$ cat src/rtl/arp_tx_sched.sv
// ARP transmit scheduler: arbitrates reply and query requests into one registered
// header slot for the ARP frame transmitter, and runs the query retransmit engine.
module arp_tx_sched #(
    parameter int RETRY_COUNT    = 4,
    parameter int RETRY_INTERVAL = 1000,
    parameter int TIMER_WIDTH    = $clog2(RETRY_INTERVAL + 1)
) (
    input  logic        clk,
    input  logic        rst,
    input  logic [47:0] local_mac,
    input  logic [31:0] local_ip,
    input  logic        reply_valid,
    output logic        reply_ready,
    input  logic [47:0] reply_tha,
    input  logic [31:0] reply_tpa,
    input  logic        query_valid,
    output logic        query_ready,
    input  logic [31:0] query_ip,
    input  logic        query_resolved,
    output logic        query_timeout,
    output logic        m_frame_valid,
    input  logic        m_frame_ready,
    output logic [47:0] m_eth_dest_mac,
    output logic [47:0] m_eth_src_mac,
    output logic [15:0] m_eth_type,
    output logic [15:0] m_arp_htype,
    output logic [15:0] m_arp_ptype,
    output logic [15:0] m_arp_oper,
    output logic [47:0] m_arp_sha,
    output logic [47:0] m_arp_tha,
    output logic [31:0] m_arp_spa,
    output logic [31:0] m_arp_tpa,
    output logic        busy,
    output logic [1:0]  dbg_query_state
);

    localparam int RETRY_WIDTH = (RETRY_COUNT > 0) ? $clog2(RETRY_COUNT + 1) : 1;

    typedef enum logic [1:0] {
        Q_IDLE = 2'd0,
        Q_SEND = 2'd1,
        Q_WAIT = 2'd2
    } q_state_e;

    q_state_e               state_q, state_d;
    logic [31:0]            query_ip_q, query_ip_d;
    logic [RETRY_WIDTH-1:0] retries_q, retries_d;
    logic [TIMER_WIDTH-1:0] timer_q, timer_d;
    logic                   timeout_q, timeout_d;
    logic                   prefer_query_q, prefer_query_d;
    logic                   frame_valid_q, frame_valid_d;
    logic [47:0]            dest_mac_q, dest_mac_d;
    logic [47:0]            src_mac_q, src_mac_d;
    logic [15:0]            eth_type_q, eth_type_d;
    logic [15:0]            htype_q, htype_d;
    logic [15:0]            ptype_q, ptype_d;
    logic [15:0]            oper_q, oper_d;
    logic [47:0]            sha_q, sha_d;
    logic [47:0]            tha_q, tha_d;
    logic [31:0]            spa_q, spa_d;
    logic [31:0]            tpa_q, tpa_d;

    logic slot_empty;
    logic query_cand;
    logic grant_reply;
    logic grant_query;

    // Arbitration: on a tie the requester not granted last time wins.
    always_comb begin
        slot_empty  = !frame_valid_q;
        query_cand  = (state_q == Q_SEND);
        grant_reply = slot_empty && reply_valid && (!query_cand || !prefer_query_q);
        grant_query = slot_empty && query_cand && (!reply_valid || prefer_query_q);
    end

    always_comb begin
        frame_valid_d  = frame_valid_q;
        prefer_query_d = prefer_query_q;
        dest_mac_d     = dest_mac_q;
        src_mac_d      = src_mac_q;
        eth_type_d     = eth_type_q;
        htype_d        = htype_q;
        ptype_d        = ptype_q;
        oper_d         = oper_q;
        sha_d          = sha_q;
        tha_d          = tha_q;
        spa_d          = spa_q;
        tpa_d          = tpa_q;

        if (frame_valid_q && m_frame_ready) begin
            frame_valid_d = 1'b0;
        end

        if (grant_reply || grant_query) begin
            frame_valid_d  = 1'b1;
            prefer_query_d = grant_reply;
            src_mac_d      = local_mac;
            eth_type_d     = 16'h0806;
            htype_d        = 16'h0001;
            ptype_d        = 16'h0800;
            sha_d          = local_mac;
            spa_d          = local_ip;
            if (grant_reply) begin
                dest_mac_d = reply_tha;
                oper_d     = 16'h0002;
                tha_d      = reply_tha;
                tpa_d      = reply_tpa;
            end else begin
                dest_mac_d = 48'hFFFF_FFFF_FFFF;
                oper_d     = 16'h0001;
                tha_d      = 48'h0;
                tpa_d      = query_ip_q;
            end
        end
    end

    // Query engine; query_resolved always beats timer expiry.
    always_comb begin
        state_d    = state_q;
        query_ip_d = query_ip_q;
        retries_d  = retries_q;
        timer_d    = timer_q;
        timeout_d  = 1'b0;

        case (state_q)
            Q_IDLE: begin
                if (query_valid) begin
                    query_ip_d = query_ip;
                    retries_d  = RETRY_WIDTH'(RETRY_COUNT);
                    state_d    = Q_SEND;
                end
            end
            Q_SEND: begin
                if (grant_query) begin
                    timer_d = TIMER_WIDTH'(RETRY_INTERVAL - 1);
                    state_d = Q_WAIT;
                end
                if (query_resolved) begin
                    state_d = Q_IDLE;
                end
            end
            Q_WAIT: begin
                if (query_resolved) begin
                    state_d = Q_IDLE;
                end else if (timer_q == '0) begin
                    if (retries_q != '0) begin
                        retries_d = retries_q - RETRY_WIDTH'(1);
                        state_d   = Q_SEND;
                    end else begin
                        timeout_d = 1'b1;
                        state_d   = Q_IDLE;
                    end
                end else begin
                    timer_d = timer_q - TIMER_WIDTH'(1);
                end
            end
            default: begin
                state_d = Q_IDLE;
            end
        endcase
    end

    always_ff @(posedge clk or posedge rst) begin
        if (rst) begin
            state_q        <= Q_IDLE;
            query_ip_q     <= '0;
            retries_q      <= '0;
            timer_q        <= '0;
            timeout_q      <= 1'b0;
            prefer_query_q <= 1'b0;
            frame_valid_q  <= 1'b0;
            dest_mac_q     <= '0;
            src_mac_q      <= '0;
            eth_type_q     <= '0;
            htype_q        <= '0;
            ptype_q        <= '0;
            oper_q         <= '0;
            sha_q          <= '0;
            tha_q          <= '0;
            spa_q          <= '0;
            tpa_q          <= '0;
        end else begin
            state_q        <= state_d;
            query_ip_q     <= query_ip_d;
            retries_q      <= retries_d;
            timer_q        <= timer_d;
            timeout_q      <= timeout_d;
            prefer_query_q <= prefer_query_d;
            frame_valid_q  <= frame_valid_d;
            dest_mac_q     <= dest_mac_d;
            src_mac_q      <= src_mac_d;
            eth_type_q     <= eth_type_d;
            htype_q        <= htype_d;
            ptype_q        <= ptype_d;
            oper_q         <= oper_d;
            sha_q          <= sha_d;
            tha_q          <= tha_d;
            spa_q          <= spa_d;
            tpa_q          <= tpa_d;
        end
    end

    assign reply_ready     = grant_reply;
    assign query_ready     = (state_q == Q_IDLE);
    assign query_timeout   = timeout_q;
    assign m_frame_valid   = frame_valid_q;
    assign m_eth_dest_mac  = dest_mac_q;
    assign m_eth_src_mac   = src_mac_q;
    assign m_eth_type      = eth_type_q;
    assign m_arp_htype     = htype_q;
    assign m_arp_ptype     = ptype_q;
    assign m_arp_oper      = oper_q;
    assign m_arp_sha       = sha_q;
    assign m_arp_tha       = tha_q;
    assign m_arp_spa       = spa_q;
    assign m_arp_tpa       = tpa_q;
    assign busy            = frame_valid_q || (state_q != Q_IDLE);
    assign dbg_query_state = state_q;

endmodule

$ cat config.mk
export PLATFORM = sky130hd
export DESIGN_NAME = arp_tx_sched
export DESIGN_NICKNAME = d
export VERILOG_FILES = /design/src/rtl/arp_tx_sched.sv
export SDC_FILE = /design/constraint.sdc
export NUM_CORES = 1
export LEC_CHECK = 0
export BUFFER_PORTS_ARGS = -buffer_cell sky130_fd_sc_hd__buf_2
export CAP_MARGIN = 20
export CORE_AREA = 5 5 199 201
export DETAILED_ROUTE_END_ITERATION = 6
export DIE_AREA = 0 0 204 206
export SYNTH_ARGS = -nofsm -noshare
export SYNTH_HDL_FRONTEND = slang
export SYNTH_SLANG_ARGS = --single-unit
$ cat constraint.sdc
create_clock -name clk -period 7.95 [get_ports clk]
set_input_delay 1.1925 -clock clk [delete_from_list [all_inputs] [get_ports clk]]
set_output_delay 1.1925 -clock clk [all_outputs]
set_load 0.1 [all_outputs]
* Word-level counts from Yosys, hierarchy flattened
Cells that the tools add are included.
Word-level totals: register bits after elaboration 276, output and inout port bits 327, input bits 198, word-level logic and storage cells 77
Cells by class: reduce and logical (&&, ||, !) cells 24, equal/unequal tests 10, $add $sub $neg 2, muxes and demuxes 26
Operator list (number):
- two-way mux 48 bit | 2
- two-way mux 32 bit | 1
- two-way mux 10 bit | 3
- case mux 10 bit (2 select lines) | 1
- two-way mux 2 bit | 6
- two-way mux 3 bit | 4
- zero test 10 bit | 1
- != test 2 bit (second input constant) | 5
- subtractor 10 x 1 -> 10 bit (second input constant) | 1
- nonzero test 2 bit | 4
- two-way mux 1 bit | 7
- case mux 2 bit (3 select lines) | 1
- case mux 3 bit (2 select lines) | 1
- logical AND 1 bit | 5
- AND reduction 5 bit | 1
- zero test 1 bit | 4
- logical OR 1 bit | 4
- AND reduction 4 bit | 1
- != test 3 x 2 -> 1 bit (second input constant) | 1
- != test 3 bit (second input constant) | 1
- AND reduction 3 bit | 1
- nonzero test 3 bit | 1
- subtractor 3 x 1 -> 3 bit (second input constant) | 1
- == test 2 x 1 -> 1 bit (second input constant) | 1
- other kinds (4) | 4

* Logic depth before layout (Yosys ltp)
depth after elaboration 6, depth in mapped cells 7, depth with buffers taken out 6

* Least setup slack after synthesis
OpenSTA, ideal clock, no wires.
kind reg2out, start register state_q[0], in the netlist dbg_query_state[0], end output busy, cell stages (with the launch flop) 3, path buffers 0, data required time 6758 ps, path slack 3448 ps, arrival 3310 ps, cells stage by stage dfrtp_1 -> nor2_1 -> nand2_1
Between the ends: longest elaborated chain between the ends 2
Ends and longest elaborated chain:
- from (decl) | line 45 | q_state_e state_q, state_d;
- from (signal assigned) | line 183 | state_q <= state_d;
- nonzero test 2 bit | line 217 | assign busy = frame_valid_q || (state_q != Q_IDLE);
- logical OR 1 bit | line 217
- to (decl) | line 33 | output logic busy,
Every way passes these cells.

* Worst setup path in the final report
start input reply_valid, end output reply_ready
Between the ends: longest elaborated chain between the ends 2
Ends and longest elaborated chain:
- from (decl) | line 12 | input logic reply_valid,
- logical AND 1 bit (2 in a row) | line 72 | grant_reply = slot_empty && reply_valid && (!query_cand || !prefer_query_q);
- to (decl) | line 13 | output logic reply_ready,
Every way passes these cells.

==> summary.txt <==
Yosys
  • Mean Syn Cell Area: 13.07 um2
  • Number of synthesized flops with an enable pin: 0
  • Synth Cell Area: 0.01085 mm2
  • Top FF cell, synth: dfrtp_1
  • FFs w/ async S/R, synth: 1.000
  • Post-Synthesis Cells: 830
  • Ys Warns: 0
  • Register area share after synthesis: 0.5996
  • Yosys reg bits: 260
  • Synth unique cells: 45

Die
  • Core Area: 0.03740 mm2
  • Site row count: 71
  • Ports: 525
  • Initial Util: 0.2902
  • Die area: 0.04202 mm2
  • Die height: 206 um
  • Chip width: 204 um

Placed design
  • Gpl congestion: 0.7547
  • DP HPWL: 22.91 mm
  • Placed Area: 0.01312 mm2
  • Buffers on Ports: 467

Timing
  • Worst Max-Slew Pin Slew: 990.4 ps
  • Total Negative Setup Slacks: 0 ps
  • Relative slew slack: 0.3397
  • Final hold viol count: 0
  • Tcrit/Tclk final: 0.5815
  • Fmax: 0.2163 GHz
  • Unrepaired setup endpoints after global routing: no
  • Slew Limit Fails: 0
  • Crit path time final: 4623 ps
  • Final setup viols: 0
  • Setup clock skew after layout: 6.254 ps

Setup path
  • Reg2reg start: dbg_query_state[1]
  • Setup CP Type: in2out
  • Critical path launch point type: input port
  • CP max FO: 30
  • CP most frequent cell: buf_2
  • Critical path cell sequence: buf_2 -> nand2b_1 -> a21o_2 -> buf_4 -> clkinv_2 -> buf_2
  • Crit path launch: reply_valid
  • Max incr delay on CP: 570 ps
  • Critical Path End Type: primary output
  • Worst path slowest cell: clkinv_2
  • WP data required: 6760 ps
  • Arrival @ worst endpoint: 3430 ps

CTS
  • Root buf cell: clkbuf_16
  • CTS resizes: 0
  • Post-CTS setup buffers: 0
  • Maximum buffer depth of the clock tree: 3
  • CTS Hold Bufs: 0
  • Clk slew on worst S/H paths: 50 ps
  • Clock Latency Late Sink: 530 ps
  • H-tree depth reported by CTS: 1
  • Clock sink count: 260
  • Num CTS Buffers: 29
  • CTS tree: done

Layout
  • Most frequent cells in the layout: 467 x buf_2, 260 x dfrtp_1, 113 x mux2_2
  • Final Net Count: 1438
  • Commonest non-fill, non-tap cell in the layout: buf_2
  • P&R area growth vs syn: 29.30%
  • Share of cells above drive strength 1: 0.5147
  • Fin util: 0.3752
  • Post-route cell area: 0.01403 mm2

Global routing
  • GR Util All Layers: 0.1413
  • Antenna violations before repair: 4
  • Number of global-route vias before repair: 8217
  • Pin count of the biggest net entering global routing: 150
  • Total grt overflow: 0
  • First-pass GRT wire length: 47.53 mm

Route
  • Drt pass-1 iters: 4
  • Vias per inst: 4.469
  • Antenna Violating Nets Remaining: 0
  • Starting DRT DRC Count: 341
  • Detailed-route wire length per cell: 18.09 um
  • Routed WL: 31.96 mm
  • Via count: 7897
  • Drt drc: 0

Worst hold path
  • Hold_sp: retries_q[2]
  • HP Class: reg2reg

Status
  • Status: complete, no violations

Run
  • Max Cap Violations: 0
## layer usage
layer	vias up	part of all wire	GRT usage
met1	3897	0.39	0.1709
met3	51	0.090	0.04017
met2	350	0.50	0.2482
met5	-	0.0011	0
met4	4	0.020	0.03805
li1	3595	-	-
## metrics by stage
stage               hold WS, ps  cells  setup WS [ps]
floorplan                 436.0    886           3330
global placement          460.9   1717           3209
detailed placement        471.9   1717           3209
CTS                       482.0   1766           3202
global route              497.5   1767           3130
finish                    473.3   1767           3327
## synth_stat cells, types with 2 or more instances
library cell  number  area, um2
o22a_1            48      420.4
o21ai_0           42      210.2
mux2_2           113       1272
or3b_2             2      17.52
nor3_1             5      25.02
o311ai_1           2      17.52
nand3_1            4      20.02
nand2_1            9      33.78
clkbuf_1          22      82.58
mux2i_1            2      20.02
buf_1              5      18.77
inv_1             43      161.4
a21oi_1            4      20.02
o31a_1             2      17.52
buf_2             18      90.09
o31ai_1            5      37.54
buf_4            112      840.8
a22o_1            48      420.4
nor4b_1            3      26.28
nor3b_1            2      15.01
nor4_1             3      18.77
and2_1             2      12.51
nand2b_1           5      31.28
dfrtp_1          260       6506
a22oi_1           32      240.2
o21a_1             2      15.01
nor2_1             8      30.03
or4_1              3      22.52
or3_1              3      18.77
nor2b_1            4      25.02
ha_1               3      37.54
## state kept, by name, indices dropped and copies added (netlist names)
register and flops:
m_eth_dest_mac 48, m_frame_valid 1, query_ip_q 32, m_arp_ptype 1
m_arp_sha 48, m_arp_tha 48, dbg_query_state 2, m_arp_tpa 32
query_timeout 1, retries_q 3, m_arp_oper 1, prefer_query_q 1
timer_q 10, m_arp_spa 32
## path summary, 6_finish.rpt
check,endpoint,slack (ps),cells after the start
worst min-delay path,retries_q[2],470,1
worst max-delay path,reply_ready,3330,6
worst min register to register,retries_q[2],470,1
min in group asynchronous,m_arp_tha[44],800,3
max in group asynchronous,m_arp_tha[24],5800,4
worst max register to register,m_arp_tha[16],4290,7
## critical path: cells and delay by family
kind | cells | cell delay, ps
AO/OA/AOI/OAI | 1 | 470
AND/OR/NAND/NOR | 1 | 90
buffers and inverters | 4 | 1670
## cell families (layout without fill, tap and decap cells)
family | count (synthesis) | in the layout | share of synthesized area
flip-flops | 260 | 260 | 0.5996
buffers and inverters | 200 | 569 | 0.1100
AO/OA/AOI/OAI | 192 | 192 | 0.1354
multiplexers | 115 | 115 | 0.1191
AND/OR/NAND/NOR | 59 | 59 | 0.03217
adder cells (fa/ha/maj) | 3 | 3 | 0.003459
other | 1 | 58 | 0.0003456
## layout make-up
type / instances / area, um2
diodes: 1 / 2.502
clock buffers: 43 / 828.3
clock inverters: 6 / 80.08
fillers: 3695 / 23370
inverters: 43 / 166.4
multi-input cells: 426 / 3383
flip-flops and latches: 260 / 6506
well taps: 511 / 639.4
repair buffers: 477 / 2425
Power is not shown: default switching activity piles up to over one toggle a cycle in this logic, so the estimate is an artifact.
